$ cat src/rtl/mdu_pkg.sv
// Shared encodings for the multiply/divide unit: ops, HI/LO select, FSM states.
package mdu_pkg;
    localparam int MDU_WIDTH = 32;
    localparam int MDU_CNT_W = $clog2(MDU_WIDTH);

    typedef enum logic [1:0] {
        MDU_MULTU = 2'b00,
        MDU_MULT  = 2'b01,
        MDU_DIVU  = 2'b10,
        MDU_DIV   = 2'b11
    } mdu_op_e;

    localparam logic [1:0] RHL_LO = 2'b00;
    localparam logic [1:0] RHL_HI = 2'b01;

    typedef enum logic [1:0] {
        MDU_IDLE = 2'b00,
        MDU_CALC = 2'b01,
        MDU_FIN  = 2'b10
    } mdu_state_e;
endpackage

$ cat src/rtl/mdu_if.sv
// Request / HI-LO bus between ID-stage decode and the multiply/divide unit.
interface mdu_if #(parameter int WIDTH = 32);
    logic             start;
    logic [1:0]       op;
    logic [WIDTH-1:0] a;
    logic [WIDTH-1:0] b;
    logic             flush;
    logic             rhl_wr;
    logic [1:0]       rhl_sel;
    logic [WIDTH-1:0] wdata;
    logic             busy;
    logic             done;
    logic [WIDTH-1:0] hi;
    logic [WIDTH-1:0] lo;

    modport master (output start, op, a, b, flush, rhl_wr, rhl_sel, wdata,
                    input  busy, done, hi, lo);
    modport slave  (input  start, op, a, b, flush, rhl_wr, rhl_sel, wdata,
                    output busy, done, hi, lo);
endinterface

$ cat src/rtl/mdu_iter_step.sv
// One radix-2 iteration: shift-add for multiply, restoring trial-subtract for divide.
module mdu_iter_step #(
    parameter int WIDTH = 32
) (
    input  logic             div_mode,
    input  logic [WIDTH-1:0] acc_hi,
    input  logic [WIDTH-1:0] acc_lo,
    input  logic [WIDTH-1:0] m,
    output logic [WIDTH-1:0] nxt_hi,
    output logic [WIDTH-1:0] nxt_lo
);
    logic [WIDTH:0]   sum;
    logic [WIDTH:0]   shl;
    logic [WIDTH-1:0] diff;
    logic             fits;

    assign sum  = {1'b0, acc_hi} + (acc_lo[0] ? {1'b0, m} : {(WIDTH+1){1'b0}});
    assign shl  = {acc_hi, acc_lo[WIDTH-1]};
    assign fits = (shl >= {1'b0, m});
    // Remainder stays below m, so the difference always fits in WIDTH bits.
    assign diff = shl[WIDTH-1:0] - m;

    always_comb begin
        nxt_hi = sum[WIDTH:1];
        nxt_lo = {sum[0], acc_lo[WIDTH-1:1]};
        if (div_mode) begin
            nxt_hi = fits ? diff : shl[WIDTH-1:0];
            nxt_lo = {acc_lo[WIDTH-2:0], fits};
        end
    end
endmodule

$ cat src/rtl/mul_div_unit.sv
// Multicycle MULT/MULTU/DIV/DIVU unit with architectural HI/LO and MTHI/MTLO writes.
// MDU_SINGLE_CYCLE_MUL_EN: multiplies go IDLE->FIN through a full-width multiplier.
module mul_div_unit
    import mdu_pkg::*;
#(
    parameter int WIDTH = MDU_WIDTH
) (
    input  logic  clk,
    input  logic  rst,
    mdu_if.slave  bus
);
    localparam int             CNT_W    = $clog2(WIDTH);
    localparam logic [CNT_W-1:0] CNT_LAST = CNT_W'(WIDTH - 1);

    mdu_state_e       state, nxt_state;
    logic             is_div_q, neg_q, neg_r;
    logic [CNT_W-1:0] cnt;
    logic [WIDTH-1:0] m_q, acc_hi, acc_lo, step_hi, step_lo, hi_q, lo_q;
    logic [WIDTH-1:0] a_mag, b_mag, res_hi, res_lo;
    logic [2*WIDTH-1:0] raw, prod;
    logic             sa, sb, accept, fast_mul;

    assign sa     = bus.op[0] & bus.a[WIDTH-1];
    assign sb     = bus.op[0] & bus.b[WIDTH-1];
    assign a_mag  = sa ? -bus.a : bus.a;
    assign b_mag  = sb ? -bus.b : bus.b;
    // A coincident flush cancels the request outright.
    assign accept = (state == MDU_IDLE) && bus.start && !bus.flush;

`ifdef MDU_SINGLE_CYCLE_MUL_EN
    assign fast_mul = !bus.op[1];
    assign raw      = is_div_q ? {acc_hi, acc_lo}
                               : {{WIDTH{1'b0}}, m_q} * {{WIDTH{1'b0}}, acc_lo};
`else
    assign fast_mul = 1'b0;
    assign raw      = {acc_hi, acc_lo};
`endif

    assign prod   = neg_q ? -raw : raw;
    assign res_hi = is_div_q ? (neg_r ? -acc_hi : acc_hi) : prod[2*WIDTH-1:WIDTH];
    assign res_lo = is_div_q ? (neg_q ? -acc_lo : acc_lo) : prod[WIDTH-1:0];

    mdu_iter_step #(.WIDTH(WIDTH)) u_step (
        .div_mode (is_div_q),
        .acc_hi   (acc_hi),
        .acc_lo   (acc_lo),
        .m        (m_q),
        .nxt_hi   (step_hi),
        .nxt_lo   (step_lo)
    );

    always_ff @(posedge clk or posedge rst) begin
        if (rst) state <= MDU_IDLE;
        else     state <= nxt_state;
    end

    always_comb begin
        nxt_state = state;
        case (state)
            MDU_IDLE: if (accept) nxt_state = fast_mul ? MDU_FIN : MDU_CALC;
            MDU_CALC: begin
                if (bus.flush)             nxt_state = MDU_IDLE;
                else if (cnt == CNT_LAST)  nxt_state = MDU_FIN;
            end
            MDU_FIN:  nxt_state = MDU_IDLE;
            default:  nxt_state = MDU_IDLE;
        endcase
    end

    always_ff @(posedge clk or posedge rst) begin
        if (rst) begin
            is_div_q <= 1'b0;
            neg_q    <= 1'b0;
            neg_r    <= 1'b0;
            cnt      <= '0;
            m_q      <= '0;
            acc_hi   <= '0;
            acc_lo   <= '0;
            hi_q     <= '0;
            lo_q     <= '0;
        end else begin
            case (state)
                MDU_IDLE: begin
                    if (accept) begin
                        is_div_q <= bus.op[1];
                        neg_q    <= sa ^ sb;
                        neg_r    <= sa;
                        cnt      <= '0;
                        acc_hi   <= '0;
                        // Divide shifts the dividend through acc_lo; multiply shifts the multiplier.
                        acc_lo   <= bus.op[1] ? a_mag : b_mag;
                        m_q      <= bus.op[1] ? b_mag : a_mag;
                    end else if (bus.rhl_wr && !bus.start) begin
                        if (bus.rhl_sel == RHL_HI)      hi_q <= bus.wdata;
                        else if (bus.rhl_sel == RHL_LO) lo_q <= bus.wdata;
                    end
                end
                MDU_CALC: begin
                    acc_hi <= step_hi;
                    acc_lo <= step_lo;
                    cnt    <= cnt + CNT_W'(1);
                end
                MDU_FIN: begin
                    if (!bus.flush) begin
                        hi_q <= res_hi;
                        lo_q <= res_lo;
                    end
                end
                default: ;
            endcase
        end
    end

    assign bus.busy = (state != MDU_IDLE);
    assign bus.done = (state == MDU_FIN) && !bus.flush;
    assign bus.hi   = hi_q;
    assign bus.lo   = lo_q;
endmodule
$ cat src/flat_wrapper.sv
// flat-port wrapper written by rule: the top's interface ports become plain ports
module mul_div_unit_flat import mdu_pkg::*;
#(
    parameter int WIDTH = MDU_WIDTH
)
  (clk, rst, bus_start, bus_op, bus_a, bus_b, bus_flush, bus_rhl_wr, bus_rhl_sel, bus_wdata, bus_busy, bus_done, bus_hi, bus_lo);
  mdu_if #(.WIDTH(WIDTH)) bus_i ();
  input  logic clk;
  input  logic rst;
  input wire logic [$bits(bus_i.start)-1:0] bus_start;
  input wire logic [$bits(bus_i.op)-1:0] bus_op;
  input wire logic [$bits(bus_i.a)-1:0] bus_a;
  input wire logic [$bits(bus_i.b)-1:0] bus_b;
  input wire logic [$bits(bus_i.flush)-1:0] bus_flush;
  input wire logic [$bits(bus_i.rhl_wr)-1:0] bus_rhl_wr;
  input wire logic [$bits(bus_i.rhl_sel)-1:0] bus_rhl_sel;
  input wire logic [$bits(bus_i.wdata)-1:0] bus_wdata;
  output wire logic [$bits(bus_i.busy)-1:0] bus_busy;
  output wire logic [$bits(bus_i.done)-1:0] bus_done;
  output wire logic [$bits(bus_i.hi)-1:0] bus_hi;
  output wire logic [$bits(bus_i.lo)-1:0] bus_lo;
  assign bus_i.start = bus_start;
  assign bus_i.op = bus_op;
  assign bus_i.a = bus_a;
  assign bus_i.b = bus_b;
  assign bus_i.flush = bus_flush;
  assign bus_i.rhl_wr = bus_rhl_wr;
  assign bus_i.rhl_sel = bus_rhl_sel;
  assign bus_i.wdata = bus_wdata;
  assign bus_busy = bus_i.busy;
  assign bus_done = bus_i.done;
  assign bus_hi = bus_i.hi;
  assign bus_lo = bus_i.lo;
  mul_div_unit #(.WIDTH(WIDTH)) u_core (.clk(clk), .rst(rst), .bus(bus_i));
endmodule
$ cat config.mk
export PLATFORM = sky130hd
export DESIGN_NAME = mul_div_unit_flat
export DESIGN_NICKNAME = d
export VERILOG_FILES = /design/src/rtl/mdu_pkg.sv /design/src/rtl/mdu_if.sv /design/src/rtl/mdu_iter_step.sv /design/src/rtl/mul_div_unit.sv /design/src/flat_wrapper.sv
export SDC_FILE = /design/constraint.sdc
export NUM_CORES = 1
export LEC_CHECK = 0
export CORE_ASPECT_RATIO = 0.9
export CORE_MARGIN = 4
export CORE_UTILIZATION = 40
export DETAILED_ROUTE_END_ITERATION = 8
export GPL_TIMING_DRIVEN = 0
export SYNTH_ARGS = -nofsm -noshare
export SYNTH_HDL_FRONTEND = slang
export SYNTH_HIERARCHICAL = 1
export SYNTH_SLANG_ARGS = --single-unit
$ cat constraint.sdc
create_clock -name clk -period 9.1 [get_ports clk]
set_input_delay 1.82 -clock clk [delete_from_list [all_inputs] [get_ports clk]]
set_output_delay 1.82 -clock clk [all_outputs]
set_load 0.05 [all_outputs]
Word level (Yosys, flattened, before mapping):

Cells that the tools add are included.

* flip-flop bits (word level): 170
* bits of input ports: 105
* word-level logic and storage cells: 84
* output and inout bits: 66

* multiplexer cells: 34
* $add $sub $neg: 8
* bitwise gates (word level): 3
* equality and inequality tests: 12
* reductions and logical operators: 16
* magnitude comparators: 1

Operators with widths (count)
* two-way mux 32 bit: 23
* case mux 32 bit (2 select lines): 4
* negator 32 bit: 4
* two-way mux 64 bit: 1
* negator 64 bit: 1
* adder 32 x 33 -> 33 bit: 1
* greater-or-equal comparator 33 x 32 -> 1 bit: 1
* subtractor 32 bit: 1
* inequality test 2 bit, second input constant: 6
* case mux 5 bit (2 select lines): 1
* two-way mux 2 bit: 3
* AND reduction 2 bit: 3
* AND reduction 6 bit: 1
* nonzero test 2 bit: 3
* adder 5 x 1 -> 5 bit, second input constant: 1
* == test 5 bit, second input constant: 1
* two-way mux 5 bit: 1
* AND reduction 5 bit: 1
* == test 2 x 1 -> 1 bit, second input constant: 2
* logical AND 1 bit: 4
* zero test 2 bit: 2
* case mux 2 bit (2 select lines): 1
* inequality test 3 x 2 -> 1 bit, second input constant: 1
* AND 1 bit: 2
* 4 further kinds: 5

Depth between registers and ports, before layout:

* word-level depth: 6
* gate-level depth with buffers: 15
* gate-level depth less buffers: 14

By module:

The synthesis kept the hierarchy.

By module, submodules not included
* mul_div_unit: area each 10380.0 um2, cells an instance 1208, instances 1
* mdu_iter_step: area each 4728.3 um2, cells an instance 701, instances 1

Worst setup path before layout:

OpenSTA, ideal clock, no wires.

* kind: input to output
* start point: in bus_start
* end point: out bus_done
* stages on the path: 5
* arrival: 3.336 ns
* path buffers: 1
* setup slack: 3.944 ns
* data required time: 7.280 ns
* path through: or3b_2 a21oi_1 nand2_1 inv_1 clkbuf_1

RTL lines
* start: declaration: RTL line flat_wrapper.sv:10 `input wire logic [$bits(bus_i.start)-1:0] bus_start;`
* end: declaration: RTL line flat_wrapper.sv:19 `output wire logic [$bits(bus_i.done)-1:0] bus_done;`

==> metrics list <==
* Warning count from the yosys run: 6
- After detailed placement, the total cell area comes to 0.0174 sq mm.
- Each instance of the synthesized netlist takes up on average 7.91 sq um.
- Overall fraction of global-route tracks in use: 29.3%
- The total area inside the core boundary comes to 0.0373 sq mm.
* Final critical-path share of the clock period: 73.7%
- Pint: 3.51 mW
- R2R Setup Slk: 4.82 ns
- The number of slew-limit violations in the final report came to 0.
- Final std cell area, no fill: 0.0180 sq mm
- Number of buffers inserted to repair setup after CTS: 0
- The number of hold violations in the final report was 0.
- Once detail routing completed, the nets flagged for antenna violations numbered 0.
- Including well taps, the total number of placed cells is 2562.
- Post-synthesis cell type count: 83
- The commonest cells after synthesis are sky130_fd_sc_hd__nand2_1, sky130_fd_sc_hd__dfrtp_1, sky130_fd_sc_hd__nor2_1.
- Final number of setup-violating endpoints: 0
- Measured against its own limit, the worst slew margin works out to 40.5%.
- Worst setup slack after placement: 2.47 ns
- Combinational logic is responsible for 68.3% of the overall power.
- Antenna violations before repair: 0
- For this run, design rule violations remaining after detail routing come to 0.
- Port buffering added 169 buffers.
- The pre-antenna-repair detailed-routing pass consisted of 6 iterations.
- Number of global-route vias before repair: 14800
- The clock network is responsible for 9.4% of the overall power.
- Share of layout cells above drive strength 1: 5.26%
- Setup TNS: 0 ns
- Hold bufs inserted after CTS: 0
- In the global route stage, met3 resource usage came out at 4.88%.
- STA classifies the critical path startpoint as an input port.
* Largest stage delay on the critical path: 0.89 ns
- Final instance count without filler cells: 2594
* Post-cts sizing count: 0
- Most frequently used cell type in the post-synthesis netlist: sky130_fd_sc_hd__nand2_1
- The clock passes through at most 2 buffers.
- Number of vias in the routed layout: 15800
- Area share of the largest cell type after synthesis: 28.2%
- Min-Delay Path Class: register to register
- Pleak: 7.40 nW
- The multi-input combinational cells in the finished layout cover a total of 0.0101 sq mm.
* H-tree levels: 4
- The floorplan has 67 rows.
* Largest net degree at the start of global routing: 110
* Routing layer with the top usage in global route: met2
- The first routing iteration left 1774 violations.
- The worst-case IR drop observed on VDD is 0.172 mV.
- Among the stages of the critical path, the cell type that occurs most often is sky130_fd_sc_hd__clkdlybuf4s50_1.
- Data on the critical path is required at its endpoint by 7.28 ns.
* Area Overhead vs Synth: 19.4%
- The worst setup path is captured at an output port.
- TritonCTS buffer count: 17
- Mapped Area: 0.0151 sq mm
- Die footprint: 0.0409 sq mm
- Critical Path Slowest Stage Cell: sky130_fd_sc_hd__clkdlybuf4s50_1
- Clock tree from TritonCTS: built
* Clock sink count: 170
- Across the run, the number of max-cap violations was 0.
* Met2 layer usage reported by global route: 45.0%
- Async set or reset register ratio after synthesis: 100%
- Worst-Skew Late Latency: 0.45 ns
- In this run the worst path has a maximum fanout of 10.
* Critical path cell sequence: clkdlybuf4s50_1 > or3b_2 > a21oi_1 > nand2_1 > inv_1 > clkbuf_1 > clkdlybuf4s50_1
* Wire length of the first global-routing pass: 91.5 mm
* Ports: 171
- Reg power frac: 22.3%
- Sorting the synthesized cells by area gives the leading types as sky130_fd_sc_hd__dfrtp_1, sky130_fd_sc_hd__nand2_1, sky130_fd_sc_hd__ha_1.
* Critical path class: input port to output port
- The run finished with clean final reports.
* Number of filler cells placed in the layout: 3695
- Clock tree root driver cell: sky130_fd_sc_hd__clkbuf_16
* Number of storage elements in the synthesis netlist: 170
* Remaining global-route overflow: 0
- STA puts the critical path data arrival time at 4.89 ns.
- After clock tree synthesis, the clock-pin slew on the worst setup and hold paths is 0.08 ns.
- Cells after Synth: 1909
- Net Sw Frac: 55.4%
* Highest clock rate: 149 MHz
* Gp weighted congestion: 0.960
* Power Total: 7.87 mW
- Setup clock skew after layout: 0.0139 ns
* Cell type contributing the most total cell area after synthesis: sky130_fd_sc_hd__dfrtp_1
- Sequential cell area: 0.00425 sq mm
- Summed over all nets, the switching power comes to 4.36 mW.
- Cells fill 48.4% of the core in the end.
- The final layout contains 2275 nets.
- Final critical path time including I/O delays and setup: 6.71 ns
* Fraction of met1 tracks used by global routing: 41.9%
- Counting every net in the synthesized netlist gives 2086.
* Average detailed-routed wire length per instance: 23.7 microns
- Die extent in x: 213 microns
- Antenna diode count: 0
- Number of synthesized flops with an enable pin: 0
* Slew of the pin with the lowest slew margin: 0.893 ns
- RSZ-0062 raised after global routing: false
- Vertical die dimension: 192 microns
* Prevailing post-synth register cell: sky130_fd_sc_hd__dfrtp_1
- Part of the Yosys area used for sequential elements: 28.2%
- PwrDens: 436 mW/mm^2
- On the final layout, the worst hold slack is 0.478 ns.
* Final Routed Wirelength: 61.6 mm
- Once detailed placement completed, the half-perimeter wirelength came to 49.8 mm.
- Dividing the detail-routed via count by the number of cells gives 6.09.
* Setup slack after layout: 2.39 ns
- Once the floorplan was initialized, standard cells occupied 40.5% of the core.
[kinds of logic (layout without fill, tap and decap cells)]
group / after synthesis / after routing / share of synthesized area (%)
XOR/XNOR: 171 / 171 / 9.96
AO/OA/AOI/OAI: 610 / 610 / 26.6
buffers and inverters: 185 / 387 / 4.94
multiplexers: 48 / 48 / 3.49
AND/OR/NAND/NOR: 653 / 653 / 20.8
flip-flops: 170 / 170 / 28.2
adder cells (fa/ha/maj): 72 / 72 / 6.06
[worst paths after layout]
| kind | cells after the start | start | end |
|---|---|---|---|
| worst max register to register | 14 | u_core/acc_lo[0] | u_core/acc_hi[29] |
| worst max-delay path | 7 | bus_rhl_wr | bus_done |
| max in group asynchronous | 3 | rst | u_core/acc_hi[14] |
| worst min-delay path | 2 | u_core/bus.lo[11] | u_core/bus.lo[11] |
| worst min register to register | 2 | u_core/bus.lo[11] | u_core/bus.lo[11] |
| min in group asynchronous | 2 | rst | u_core/bus.lo[12] |
[power groups by stage]
stage / clock (mW) / combinational [mW] / sequential, mW
4_1_cts: 0.754 / 5.29 / 1.73
3_3_place_gp: 0 / 5.22 / 1.74
5_1_grt: 0.785 / 5.81 / 1.79
6_report: 0.740 / 5.37 / 1.75
3_5_place_dp: 0 / 5.26 / 1.75
2_1_floorplan: 0 / 3.29 / 1.96
[metal layers]
layer / vias to the layer above / wire, microns
met5: - / 0
met4: 0 / 2030
met3: 81 / 5190
met2: 779 / 26600
met1: 7571 / 27800
li1: 7378 / -
[final cells by class]
cell class / count / share of cell area, %
Sequential cell: 170 / 23.6
Clock buffer: 17 / 2.36
Clock inverter: 15 / 0.985
Buffer: 122 / 2.82
Inverter: 63 / 1.35
Timing Repair Buffer: 170 / 9.53
Tap cell: 483 / 3.35
Multi-Input combinational cell: 1554 / 56.0
[cell usage in the layout, fill, tap and decap left out, drive strengths merged, types with 37 or more instances in the layout]
cell type	Yosys	final
dfrtp	170	170
clkbuf	97	114
xor2	90	90
xnor2	81	81
a21o	37	37
nor2	153	153
o31ai	38	38
ha	70	70
and2	38	38
inv	61	68
o21ai	155	155
a21oi	141	141
o221ai	39	39
mux2	38	38
clkdlybuf4s50	0	169
nor3	45	45
nand2	240	240
[flip-flops by register name, indices dropped and copies added, names as in the netlist]
signal,flops
u_core/cnt,5
u_core/neg_r,1
u_core/acc_hi,32
u_core/m_q,32
u_core/bus.hi,32
u_core/acc_lo,32
u_core/neg_q,1
u_core/is_div_q,1
u_core/bus.lo,32
u_core/state,2
[worst max-delay path: cells and delay by family]
family	cells	cell delay, ns
AOI/OAI and AO/OA	1	0.42
buffers and inverters	4	2.06
and+or+nand+nor	2	0.56
(Power assumes the default switching activity.)
